File: src/rtl/beta_mem_access_ctrl.sv
// ---------------------------------------------------------------------------
// beta_mem_access_ctrl
//
// Load/store access controller for the BETA data path. Sits directly in front
// of the synchronous data memory. It takes byte-addressed LD/ST requests over a
// valid/ready handshake, rejects misaligned or out-of-range addresses, and
// drives a word index, write data and a one-cycle write strobe into the memory.
// Load data is captured from the memory's registered read port. Exactly one
// response is returned per accepted request. A sticky fault record and
// saturating load/store counters are kept for software.
//
// Ports
//   clk, rst_n                 clock, synchronous active-low reset
//   req_valid/req_ready        request handshake (ready only in IDLE)
//   req_we, req_addr, req_wdata  store flag, byte address, store data
//   resp_valid/resp_ready      response handshake (valid held until ready)
//   resp_rdata, resp_err       load data (0 for store/error), fault flag
//   mem_adr, mem_wd, mem_wr    word index, write data, write enable to memory
//   mem_rd                     memory read data, one cycle after mem_adr
//   clear_fault                clears fault_flag/fault_addr
//   fault_flag, fault_addr     sticky fault indication and last faulting addr
//   ld_cnt, st_cnt             saturating counts of completed loads/stores
// ---------------------------------------------------------------------------
module beta_mem_access_ctrl #(
    parameter int MEM_WORDS = 1024,
    parameter int CNT_W     = 16
) (
    input  logic             clk,
    input  logic             rst_n,
    input  logic             req_valid,
    output logic             req_ready,
    input  logic             req_we,
    input  logic [31:0]      req_addr,
    input  logic [31:0]      req_wdata,
    output logic             resp_valid,
    input  logic             resp_ready,
    output logic [31:0]      resp_rdata,
    output logic             resp_err,
    output logic [31:0]      mem_adr,
    output logic [31:0]      mem_wd,
    output logic             mem_wr,
    input  logic [31:0]      mem_rd,
    input  logic             clear_fault,
    output logic             fault_flag,
    output logic [31:0]      fault_addr,
    output logic [CNT_W-1:0] ld_cnt,
    output logic [CNT_W-1:0] st_cnt
);

    typedef enum logic [1:0] {
        IDLE    = 2'd0,
        ACCESS  = 2'd1,
        CAPTURE = 2'd2,
        RESP    = 2'd3
    } state_t;

    localparam logic [31:0]      MEM_WORDS_W = 32'(MEM_WORDS);
    localparam logic [CNT_W-1:0] CNT_MAX     = '1;

    state_t state;
    state_t state_next;
    logic   we_q;
    logic   accept;
    logic   fault;

    assign accept = (state == IDLE) && req_valid;

    // The index is compared at full 32-bit width so that high addresses such
    // as 0xFFFFFFFC are rejected rather than aliasing into low memory.
    assign fault = (req_addr[1:0] != 2'b00) ||
                   ({2'b00, req_addr[31:2]} >= MEM_WORDS_W);

    // State register.
    // NOTE: sequential state uses non-blocking (<=) so every flop samples the
    // pre-edge values; blocking here would create order-dependent races.
    always_ff @(posedge clk) begin
        if (!rst_n) begin
            state <= IDLE;
        end else begin
            state <= state_next;
        end
    end

    // Next-state logic.
    // NOTE: the default assignment up front guarantees every path assigns
    // state_next, so no latch is inferred.
    always_comb begin
        state_next = state;
        unique case (state)
            IDLE:    if (req_valid) state_next = fault ? RESP : ACCESS;
            ACCESS:  state_next = we_q ? RESP : CAPTURE;
            CAPTURE: state_next = RESP;
            RESP:    if (resp_ready) state_next = IDLE;
            default: state_next = IDLE;
        endcase
    end

    // State-decoded outputs.
    always_comb begin
        req_ready  = 1'b0;
        resp_valid = 1'b0;
        mem_wr     = 1'b0;
        unique case (state)
            IDLE:    req_ready  = 1'b1;
            ACCESS:  mem_wr     = we_q;
            CAPTURE: ;
            RESP:    resp_valid = 1'b1;
            default: ;
        endcase
    end

    // Request capture, response data, fault record and counters.
    always_ff @(posedge clk) begin
        if (!rst_n) begin
            we_q       <= 1'b0;
            mem_adr    <= '0;
            mem_wd     <= '0;
            resp_rdata <= '0;
            resp_err   <= 1'b0;
            fault_flag <= 1'b0;
            fault_addr <= '0;
            ld_cnt     <= '0;
            st_cnt     <= '0;
        end else begin
            // clear_fault is applied first so that a fault accepted in the
            // same cycle overrides it.
            if (clear_fault) begin
                fault_flag <= 1'b0;
                fault_addr <= '0;
            end

            if (accept) begin
                we_q       <= req_we;
                mem_adr    <= {2'b00, req_addr[31:2]};
                mem_wd     <= req_wdata;
                resp_rdata <= '0;
                resp_err   <= fault;
                if (fault) begin
                    fault_flag <= 1'b1;
                    fault_addr <= req_addr;
                end
            end

            if (state == ACCESS && we_q && st_cnt != CNT_MAX) begin
                st_cnt <= st_cnt + 1'b1;
            end

            if (state == CAPTURE) begin
                resp_rdata <= mem_rd;
                if (ld_cnt != CNT_MAX) begin
                    ld_cnt <= ld_cnt + 1'b1;
                end
            end
        end
    end

endmodule

File: config.mk
export PLATFORM = sky130hd
export DESIGN_NAME = beta_mem_access_ctrl
export DESIGN_NICKNAME = d
export VERILOG_FILES = /design/src/rtl/beta_mem_access_ctrl.sv
export SDC_FILE = /design/constraint.sdc
export NUM_CORES = 1
export LEC_CHECK = 0
export BUFFER_PORTS_ARGS = -buffer_cell sky130_fd_sc_hd__buf_2
export CAP_MARGIN = 20
export CORE_MARGIN = 4
export CORE_UTILIZATION = 45
export CTS_CLUSTER_DIAMETER = 60
export CTS_CLUSTER_SIZE = 40
export DETAILED_ROUTE_END_ITERATION = 8
export PLACE_DENSITY_LB_ADDON = 0.2
export SLEW_MARGIN = 0
export SYNTH_ARGS = -nofsm -noshare
export SYNTH_HDL_FRONTEND = slang
export SYNTH_SLANG_ARGS = --single-unit
File: constraint.sdc
create_clock -name clk -period 3.5 [get_ports clk]
set_input_delay 0.525 -clock clk [delete_from_list [all_inputs] [get_ports clk]]
set_output_delay 0.525 -clock clk [all_outputs]
set_load 0.01 [all_outputs]
# After elaboration in Yosys (flattened, before gate mapping)
# Index checks and enable logic that the tools add are counted.
# totals
word_cells,45
out_inout_bits,165
regBits,163
input_bits,102
# op_classes
n_addsub,2
order_cmp,1
mux,16
n_reduce_logical,9
n_eq_ne,7
# op_table
cell,count
32-bit two-way mux,5
"16-bit by 1-bit adder with 16-bit output, second input constant",2
"16-bit != test, second input constant",2
"30-bit by 11-bit >= comparator with 1-bit output, second input constant",1
2-bit case mux with 4 select lines,1
1-bit two-way mux,7
2-bit two-way mux,3
"2-bit equality test, second input constant",2
"2-bit != test, second input constant",2
2-bit AND reduction,2
2-bit nonzero test,2
1-bit logical AND,3
"2-bit by 1-bit equality test with 1-bit output, second input constant",1
2-bit logical NOT,1
1-bit logical OR,1

# Depth between registers and ports, before layout
# logic_depth
word_depth,5
depth_mapped,7
depth_no_buf,7

# Worst setup path after synthesis
# No wires, ideal clock.
# synth_timing
path_kind,flip-flop to flip-flop
startpoint,register state[0]
endpoint,register mem_wd[11]
t_arrival_ns,1.600
path_buffers,2
t_required_ns,3.430
path_slack_ns,1.830
period_less_slack_ns,1.670
stages_incl_launch_ff,8
setup_time_ns,0.070
cell_sequence,dfxtp_1 inv_1 ha_1 nand2_1 buf_2 buf_1 nand2_1 a21oi_1
# synth_via
elab_chain_len,2
# synth_rtl
element,line_no,rtl
"start, declared",60,state_t state;
"start signal, assigned",80,state <= state_next;
2-bit logical NOT,66,assign accept = (state == IDLE) && req_valid;
1-bit logical AND,66,
"end signal, assigned",135,mem_wd <= req_wdata;
"end, declared",40,"output logic [31:0] mem_wd,"
# No other way between the ends.
# A chain may end at the register's enable or synchronous reset.

# Worst setup path in the final report
# layout_timing
startpoint,register state[1]
endpoint,output port mem_wr
# layout_via
elab_chain_len,2
# layout_rtl
element,line_no,rtl
2-bit by 1-bit equality test with 1-bit output,103,unique case (state)
1-bit two-way mux,103,
"end, declared",41,"output logic mem_wr,"
# No other way between the ends.

==> flow_summary.toml <==
[run_status]
outcome = "finished, final reports clean"

[logic_synthesis]
synth.yosys.warnings = 0
synth_edf_count = 0
synth.area.top_cells = "dfxtp_1 (51%), nand2_1 (12%), a21oi_1 (9.3%)"
synthArstFlopShare = 0
seq_area_frac_synth = 0.5144
synth.top_cell.area_share = 0.5144
ys.flop_type = "dfxtp_1"
synth_area_leader_cell = "dfxtp_1"
synth_area_per_cell_um2 = 8.447
syn_area_um2 = 6344
synth_seq_cells = 163
syn_inst = 751
synth.distinct_cells = 49

[timing]
tightest_slew_ps = 875.3
period_needed_ps = 2178
setup_viol = 0
min_period_over_period = 0.6221
finalSetupTns_ps = 0
rsz0062_at_grt = "no"
fmax_ghz = 0.4592
drv_slew = 0
relSlewSlack = 0.4165
fin_skew_ps = 15.08
hold_violations = 0
setup_slack_ps = 1322

[floorplanning]
die_h_um = 126.7
io_pins = 267
rows = 43
start_util = 0.4588
die_width_um = 126.7
dieArea_um2 = 16060
core-area_um2 = 13830

[cts]
cts_tree = "done"
ctsResizeCount = 0
clkTransAtPathRegs_ps = 60
clock_latency_ps = 420
cts_hold_buf = 0
clock_sinks = 163
cts-buffers-inserted = 17
cts.htree.levels = 4
clockRootBuffer = "clkbuf_16"
post_cts_buffers = 0
clk_path_buf_depth = 2

[grt]
antenna_found_initial = 2
grt_pass1_vias = 5990
grt.overflow.total = 0
track_usage = 0.2269
grt_start_max_net_pins = 80
grt_pass1_wl_mm = 29.88

[detailed_routing]
totalWireLength_mm = 18.48
met3WireLength_mm = 1.436
viasPerCell = 5.242
drc = 0
postRouteAntennaNets = 0
drt_pass1_iterations = 4
route.met2.wl_mm = 8.678
num_vias = 6217
routedWlPerCell_um = 15.58
wirelength_met1_mm = 7.942
highest_layer = "met5"
drt_iter0_drc = 534

[worst_setup_path]
slowest_delay_ps = 380
critPathMostFrequentCell = "inv_1"
crit_slowest_cell = "dfxtp_1"
r2r_cells = 6
path_cells = "inv_1 -> ha_1 -> nand2_1 -> inv_1 -> buf_2"
end_kind = "output pin"
required_ps = 2970
path_buf_inv = 3
r2r_setup_slack_ps = 1320
critical_path_class = "register to output pin"
crit_path_start_kind = "register"
r2r-end = "resp_rdata[20]"
worst_ep_arrival_time_ps = 1650
worst-path-stages = 5
path_max_fanout = 7
path_delay_family = "buffers and inverters"
rr_startpoint = "state[0]"

[flow_run]
cap_violations = 0

[hold_path]
hold_path.class = "input pin to register"
hold_start = "req_wdata[27]"
min_path_cells = 3
whs_endpoint = "mem_wd[27]"

[pwr]
powerDensity_nw_per_um2 = 642.8
irDropWorstVdd_mv = 0.4152
p_leak_nw = 3.705

[finish]
n_fill_cell = 1308
nets = 1101
final-seq-area_um2 = 3263
multiInputGateArea_um2 = 2841
fin_util = 0.5995
final_common_cell = "buf_2"
final_cell_mix = "buf_2 (264), nand2_1 (194), dfxtp_1 (163)"
drive_gt1_frac = 0.3284
area_growth_pct = 30.67

[placed_design]
portBuffers = 264
hpwl_mm = 13.07
gp_congestion = 0.8181
pre_cts_slack_ps = 1114
-- worst max-delay path by stage --
stage               slack [ps]          from             end
finish                    1320      state[1]          mem_wr
global route              1070      state[0]  resp_rdata[30]
CTS                       1280      state[0]  resp_rdata[20]
detailed placement        1110  req_addr[14]   fault_addr[8]
global placement          1170  req_addr[14]   fault_addr[4]
floorplan                 1830      state[0]      mem_wd[11]
-- layout make-up --
cell class,count,share of cell area
Tap cell,180,0.02717
Antenna cell,1,0.0003019
Timing Repair Buffer,273,0.1691
Clock buffer,23,0.05645
Sequential cell,163,0.3937
Inverter,8,0.003925
Clock inverter,8,0.006642
Multi-Input combinational cell,530,0.3428
-- cells in the mapped netlist, drive strengths merged, types with 2 or more instances --
master / count
dfxtp: 163
and2: 3
nor3: 6
buf: 24
o311ai: 2
a22o: 21
or3: 11
a21oi: 118
nor2: 8
nor4: 13
inv: 7
o31ai: 5
and3: 2
and4: 6
nand3: 54
ha: 6
or4: 3
o21a: 2
o22ai: 11
nand2: 195
clkbuf: 27
nand4: 14
mux2i: 8
o21ai: 16
nand2b: 10
o41ai: 3
-- power breakdown --
part	total (mW)	switching (mW)	internal, mW
Sequential	2.26	0.137	2.12
Combinational	1.42	0.916	0.500
Clock	1.65	0.713	0.940
-- through the flow --
stage / instance area [um^2] / hold slack, ps / total power [mW] / std cells
global route: 8289 / 327.1 / 5.658 / 1186
global placement: 7764 / 434.3 / 3.707 / 1154
detailed placement: 7764 / 439.9 / 3.726 / 1154
CTS: 8287 / 323.4 / 5.385 / 1185
finish: 8289 / 342.8 / 5.328 / 1186
floorplan: 6347 / 436.6 / 3.158 / 752
-- worst min-delay path, delay by kind of cell --
family	cells	cell delay, ps
AND/OR/NAND/NOR	1	40
buffers and inverters	1	90
AO/OA/AOI/OAI	1	50
-- metal layers --
metal  vias up  global-route usage
li1       3110                   -
met1      2862              0.2916
met2       211              0.3574
met3        32             0.07453
met4         2             0.08202
met5         -                   0
-- kinds of logic (layout without fill, tap and decap cells) --
logic type,after synthesis,after routing,synth area share
fa+ha+maj,6,6,0.01183
other cells,1,3,0.0005911
compound gates,185,185,0.1765
buf+inv,59,312,0.03964
simple gates,329,329,0.2444
mux,8,8,0.01262
flops,163,163,0.5144
-- registers in the layout, indices dropped and copies added, names as in the netlist --
signal	flops
fault_addr	32
fault_flag	1
ld_cnt	16
mem_adr	30
mem_wd	32
resp_err	1
resp_rdata	32
st_cnt	16
state	2
we_q	1
Note: power is estimated with default switching activity, not from simulation.
